**src/rtl/vinput_pkg.sv**
```systemverilog
// ============================================================================
// vinput_pkg : shared opcodes, FSM states and idle levels for vinput_ctrl
// Rev 1.0
// ============================================================================
`default_nettype none

package vinput_pkg;

    typedef enum logic [1:0] {
        OP_TOGGLE = 2'd0,
        OP_SET    = 2'd1,
        OP_CLEAR  = 2'd2,
        OP_PULSE  = 2'd3
    } op_e;

    typedef enum logic [0:0] {
        ST_IDLE  = 1'b0,
        ST_PULSE = 1'b1
    } state_e;

    localparam logic BTN_IDLE = 1'b1;
    localparam logic SW_IDLE  = 1'b0;

endpackage

`default_nettype wire

```
**src/rtl/vinput_pulse_timer.sv**
```systemverilog
// ============================================================================
// vinput_pulse_timer : load/decrement down-counter, done while count is zero
// Rev 1.0
// ============================================================================
`default_nettype none

module vinput_pulse_timer #(
    parameter int PULSE_CYCLES = 5000000
) (
    input  logic clk,
    input  logic rst_n,
    input  logic load_i,
    output logic done_o
);

    localparam int CNT_W = $clog2(PULSE_CYCLES + 1);
    localparam logic [CNT_W-1:0] LOAD_VAL = CNT_W'(PULSE_CYCLES - 1);

    logic [CNT_W-1:0] cnt_q;
    logic [CNT_W-1:0] cnt_d;

    // Saturates at zero, so an idle timer simply keeps reporting done.
    always_comb begin
        cnt_d = cnt_q;
        if (load_i) begin
            cnt_d = LOAD_VAL;
        end else if (cnt_q != '0) begin
            cnt_d = cnt_q - CNT_W'(1);
        end
    end

    always_ff @(posedge clk) begin
        if (!rst_n) begin
            cnt_q <= '0;
        end else begin
            cnt_q <= cnt_d;
        end
    end

    assign done_o = (cnt_q == '0);

endmodule

`default_nettype wire

```
**src/rtl/vinput_ctrl.sv**
```systemverilog
// ============================================================================
// vinput_ctrl : command-driven controller for virtual KEY/SW inputs
// Rev 1.0
// ============================================================================
`default_nettype none

module vinput_ctrl
    import vinput_pkg::*;
#(
    parameter int NUM_BUTTONS  = 4,
    parameter int NUM_SWITCHES = 18,
    parameter int PULSE_CYCLES = 5000000,
    parameter int IDX_W        = $clog2(NUM_BUTTONS + NUM_SWITCHES + 1)
) (
    input  logic                    clk,
    input  logic                    rst_n,
    input  logic                    cmd_valid,
    output logic                    cmd_ready,
    input  logic [1:0]              cmd_op,
    input  logic [IDX_W-1:0]        cmd_idx,
    output logic [NUM_BUTTONS-1:0]  buttons,
    output logic [NUM_SWITCHES-1:0] switches,
    output logic                    busy,
    output logic                    err
);

    localparam logic [IDX_W-1:0] SW_BASE  = IDX_W'(NUM_BUTTONS);
    localparam logic [IDX_W-1:0] NUM_CHAN = IDX_W'(NUM_BUTTONS + NUM_SWITCHES);

    state_e                  state_q;
    logic [NUM_BUTTONS-1:0]  buttons_q;
    logic [NUM_SWITCHES-1:0] switches_q;
    logic [NUM_BUTTONS-1:0]  pulse_sel_q;
    logic                    err_q;

    op_e                     op;
    logic                    accept;
    logic                    in_range;
    logic                    is_btn;
    logic [IDX_W-1:0]        sw_off;
    logic [NUM_BUTTONS-1:0]  btn_sel;
    logic [NUM_SWITCHES-1:0] sw_sel;
    logic                    pulse_load;
    logic                    pulse_done;

    assign op       = op_e'(cmd_op);
    assign accept   = cmd_valid & cmd_ready;
    assign in_range = (cmd_idx < NUM_CHAN);
    assign is_btn   = (cmd_idx < SW_BASE);
    assign sw_off   = cmd_idx - SW_BASE;

    // One-hot channel selects; shifting avoids out-of-range bit selects.
    always_comb begin
        btn_sel = '0;
        sw_sel  = '0;
        if (in_range && is_btn) begin
            btn_sel = NUM_BUTTONS'(1) << cmd_idx;
        end else if (in_range) begin
            sw_sel = NUM_SWITCHES'(1) << sw_off;
        end
    end

    assign pulse_load = accept && in_range && is_btn && (op == OP_PULSE);

    vinput_pulse_timer #(
        .PULSE_CYCLES (PULSE_CYCLES)
    ) u_pulse_timer (
        .clk    (clk),
        .rst_n  (rst_n),
        .load_i (pulse_load),
        .done_o (pulse_done)
    );

    always_ff @(posedge clk) begin
        if (!rst_n) begin
            state_q     <= ST_IDLE;
            buttons_q   <= {NUM_BUTTONS{BTN_IDLE}};
            switches_q  <= {NUM_SWITCHES{SW_IDLE}};
            pulse_sel_q <= '0;
            err_q       <= 1'b0;
        end else begin
            err_q <= 1'b0;
            case (state_q)
                ST_IDLE: begin
                    if (accept) begin
                        if (!in_range) begin
                            if (op == OP_CLEAR) begin
                                buttons_q  <= {NUM_BUTTONS{BTN_IDLE}};
                                switches_q <= {NUM_SWITCHES{SW_IDLE}};
                            end else begin
                                err_q <= 1'b1;
                            end
                        end else if (is_btn) begin
                            case (op)
                                OP_TOGGLE: buttons_q <= buttons_q ^ btn_sel;
                                OP_SET:    buttons_q <= buttons_q & ~btn_sel;
                                OP_CLEAR:  buttons_q <= buttons_q | btn_sel;
                                OP_PULSE: begin
                                    buttons_q   <= buttons_q & ~btn_sel;
                                    pulse_sel_q <= btn_sel;
                                    state_q     <= ST_PULSE;
                                end
                                default: ;
                            endcase
                        end else begin
                            // A PULSE on a switch has no timed meaning; it toggles.
                            case (op)
                                OP_SET:   switches_q <= switches_q | sw_sel;
                                OP_CLEAR: switches_q <= switches_q & ~sw_sel;
                                default:  switches_q <= switches_q ^ sw_sel;
                            endcase
                        end
                    end
                end
                ST_PULSE: begin
                    if (pulse_done) begin
                        buttons_q <= buttons_q | pulse_sel_q;
                        state_q   <= ST_IDLE;
                    end
                end
                default: state_q <= ST_IDLE;
            endcase
        end
    end

    assign cmd_ready = (state_q == ST_IDLE);
    assign busy      = (state_q == ST_PULSE);
    assign buttons   = buttons_q;
    assign switches  = switches_q;
    assign err       = err_q;

endmodule

`default_nettype wire

```
**config.mk**
```make
export PLATFORM = sky130hd
export DESIGN_NAME = vinput_ctrl
export DESIGN_NICKNAME = d
export VERILOG_FILES = /design/src/rtl/vinput_pkg.sv /design/src/rtl/vinput_pulse_timer.sv /design/src/rtl/vinput_ctrl.sv
export SDC_FILE = /design/constraint.sdc
export NUM_CORES = 1
export LEC_CHECK = 0
export CAP_MARGIN = 20
export CELL_PAD_IN_SITES_DETAIL_PLACEMENT = 1
export CELL_PAD_IN_SITES_GLOBAL_PLACEMENT = 1
export CORE_MARGIN = 2
export CORE_UTILIZATION = 43
export DETAILED_ROUTE_END_ITERATION = 16
export HOLD_SLACK_MARGIN = 0.02
export PLACE_DENSITY_LB_ADDON = 0.08
export SLEW_MARGIN = 20
export SYNTH_ARGS = -nofsm -noshare
export SYNTH_HDL_FRONTEND = slang
export SYNTH_SLANG_ARGS = --single-unit
```
**constraint.sdc**
```tcl
create_clock -name clk -period 3.21 [get_ports clk]
set_input_delay 0.4815 -clock clk [delete_from_list [all_inputs] [get_ports clk]]
set_output_delay 0.4815 -clock clk [all_outputs]
set_load 0.02 [all_outputs]
```
==> impl_metrics.py <==
metrics = {
    "sta": {
        "rsz0062_at_grt": "no",
        "finalWorstPathRequiredPeriod_ns": 2.68,
        "final.hold.worst_slack_ns": 0.463,
        "final.setup.worst_slack_ns": 0.527,
        "finalSetupViolations": 0,
        "transition_time_at_the_pin_with_the_least_slew_margin_ns": 0.667,
        "timing_hold_violations_final": 0,
        "fmax_mhz": 373,
        "timing.max_slew.rel_slack_pct": 55.1,
        "timing.setup.tns_ns": 0,
        "final_max_slew_viol_count": 0,
        "post-route-period-util_pct": 83.6,
        "timing.clock.skew_ns": 0.00974,
    },
    "floorplanning": {
        "rows": 33,
        "die_h_um": 96.8,
        "core_region_area_um2": 8300,
        "num_io_pins": 35,
        "initial_core_util_pct": 44.7,
        "chipWidth_um": 96.8,
        "floorplan.die_area_um2": 9380,
    },
    "drt": {
        "pre_antenna_drt_iters": 4,
        "post_drt_wl_per_cell_um": 17.2,
        "post_drt_via_cell_ratio": 5.82,
        "ant_nets": 0,
        "route.detailed.drc": 0,
        "route.vias.total": 3540,
        "detail_route.wirelength_mm": 10.4,
        "drt_iter0_drc": 133,
    },
    "cts": {
        "cts_htree_levels": 2,
        "clkTransAtPathRegs_ns": 0.10,
        "cts_sinks": 51,
        "numCtsBuffers": 5,
        "clk_path_buf_depth": 2,
        "cts_hold_buf": 0,
        "post_cts_resize_count": 0,
        "ctsRootBufferMaster": "clkbuf_8",
        "clock_tree_from_tritoncts": "built",
        "post_cts_buffers": 0,
        "insertion_delay_ns": 0.31,
    },
    "power_and_ir_drop": {
        "seq_power_share_pct": 35.1,
        "cellPowerDensity_nw_per_um2": 633,
        "standby_leakage_power_uw": 0.00164,
        "peakVddDrop_v": 0.000482,
        "p_sw_uw": 1180,
        "p_total_uw": 2700,
        "netSwitchingFraction_pct": 43.7,
        "combinationalPowerShare_pct": 50.5,
        "share_clk_of_total_power_pct": 14.3,
        "p_int_uw": 1520,
    },
    "global_route": {
        "largest_net_degree_at_the_start_of_global_routing": 37,
        "grt_use_total_pct": 22.3,
        "antenna_found_initial": 0,
        "globalRoute.totalOverflow": 0,
        "vias_in_the_first_global_route": 3573,
        "wire_length_of_the_first_global_routing_pass_mm": 17.7,
    },
    "synth": {
        "syn_area_per_cell_um2": 7.85,
        "synth.cell_area_um2": 3710,
        "synthesis.instances": 472,
        "synth_largest_area_cell": "dfxtp_1",
        "synth.ff_latch_count": 51,
        "dominantRegCellSynth": "dfxtp_1",
        "synth_edf_count": 0,
        "synth_warnings": 0,
        "ys_seq_area_share_pct": 27.5,
        "syn-num-nets": 533,
        "netlist-cell-type-count": 53,
        "postSynth.asyncResetShare_pct": 0,
        "synth_area_leaders": "dfxtp_1, ha_1, nand2_1",
        "yosys.area.top_type_share_pct": 27.5,
    },
    "worst_setup_path": {
        "timing.reg2reg.worst_path_depth": 5,
        "required_ns": 3.45,
        "timing.rr.start": "u_pulse_timer.cnt_q[4]",
        "startpoint_type": "register",
        "crit_path_max_fanout": 9,
        "critPathCaptureType": "register",
        "critPathLaunch": "u_pulse_timer.cnt_q[4]",
        "worst-endpoint-arrival_ns": 2.92,
        "start_to_end_type_of_the_worst_setup_path": "register to register",
    },
    "cells_and_area": {
        "share_of_cells_above_drive_strength_1_pct": 8.15,
        "synthToLayoutAreaGrowth_pct": 15.2,
        "num_antenna_cells": 0,
        "final_nets": 563,
        "fill_cells": 1020,
    },
    "placement": {
        "hpwl_reported_at_the_end_of_detailed_placement_mm": 7.69,
        "gpl.final_weighted_congestion": 0.809,
        "placement.io_buffers": 34,
        "post-place-ws_ns": 0.235,
    },
    "worst_hold_path": {
        "worstHoldPathType": "register to register",
        "min_delay_path_depth": 2,
        "worst_hold_startpoint": "pulse_sel_q[2]",
    },
    "run": {
        "max-cap-violations": 0,
    },
    "run_status": {
        "outcome": "finished, final reports clean",
    },
}
## kinds of logic (layout without fill, tap and decap cells)
group | after synthesis | after routing | synth area share, %
adders and majority gates | 51 | 51 | 17.2
muxes | 2 | 2 | 0.574
and+or+nand+nor | 185 | 185 | 26.7
xor gates and xnor gates | 6 | 6 | 1.42
buffers and inverters | 66 | 97 | 7.53
DFF | 51 | 51 | 27.5
AOI/OAI and AO/OA | 111 | 111 | 19.0
## worst paths after layout
check,endpoint,slack [ns]
worst max-delay path,u_pulse_timer.cnt_q[18],0.53
worst min-delay path,pulse_sel_q[2],0.46
worst max register to register,u_pulse_timer.cnt_q[18],0.53
worst min register to register,pulse_sel_q[2],0.46
## registers in the layout, summed over array words and instances (netlist names)
register             count
pulse_sel_q              4
switches                18
err                      1
buttons                  4
busy                     1
u_pulse_timer.cnt_q     23
## cell type report
class	count	area, µm²	area share, %
multi-input cells	355	2410	56.4
clock buffers	5	68.8	1.61
clock inverters	3	18.8	0.440
well taps	105	131	3.08
repair buffers	54	490	11.5
inverters	35	131	3.08
flip-flops and latches	51	1020	23.9
## layout by cell type (no fill, tap or decap), types with 5 or more instances in the layout
| cell | instances |
|---|---|
| a21oi_1 | 43 |
| a22oi_1 | 8 |
| a31oi_1 | 8 |
| and2_1 | 5 |
| buf_4 | 20 |
| clkbuf_8 | 5 |
| clkdlybuf4s50_1 | 34 |
| dfxtp_1 | 51 |
| ha_1 | 51 |
| inv_1 | 35 |
| nand2_1 | 58 |
| nand2b_1 | 18 |
| nand3_1 | 24 |
| nor2_1 | 21 |
| nor2b_1 | 8 |
| nor3_1 | 5 |
| nor4_1 | 6 |
| o2111ai_1 | 14 |
| o21ai_0 | 12 |
| o31ai_1 | 9 |
| or4_1 | 10 |
| xnor2_1 | 6 |
## routing by layer
layer | vias to the layer above | part of all wire, % | track usage (%)
li1 | 1736 | - | -
met1 | 1737 | 48 | 30.5
met2 | 63 | 48 | 38.4
met3 | 4 | 3.6 | 2.46
met4 | 0 | 0.45 | 3.68
met5 | - | 0 | 0
## through the flow
step	instance area, µm²	instances	util [%]
finish	4270	608	51.4
global route	4270	608	51.4
CTS	4270	608	51.4
detailed placement	4180	600	50.4
global placement	4180	600	50.4
floorplan	3710	472	-
## power groups by stage
stage	Sequential, µW	Clock, µW	Combinational, µW
finish	949	388	1370
global route	973	440	1530
CTS	944	405	1370
detailed placement	959	0	1360
global placement	946	0	1310
floorplan	917	0	1040
## synthesized netlist by cell type, drive strengths merged (2+ instances only)
cell type,n
a21oi,43
a22oi,8
a31oi,8
and2,5
and3,4
buf,6
clkbuf,24
dfxtp,51
ha,51
inv,35
nand2,58
nand2b,18
nand3,24
nand3b,2
nand4,4
nor2,21
nor2b,8
nor3,6
nor4,6
o2111ai,14
o211ai,4
o21ai,14
o31a,2
o31ai,9
o41ai,3
or2,2
or3,5
or4,13
or4b,4
xnor2,6
## critical path: stages (launching register included)
cell and delay (ns):
dfxtp_1 0.42, or4_4 0.56, or4b_1 0.63, or4_4 0.53
or3_1 0.32, a31oi_1 0.15
(Power assumes the default switching activity.)
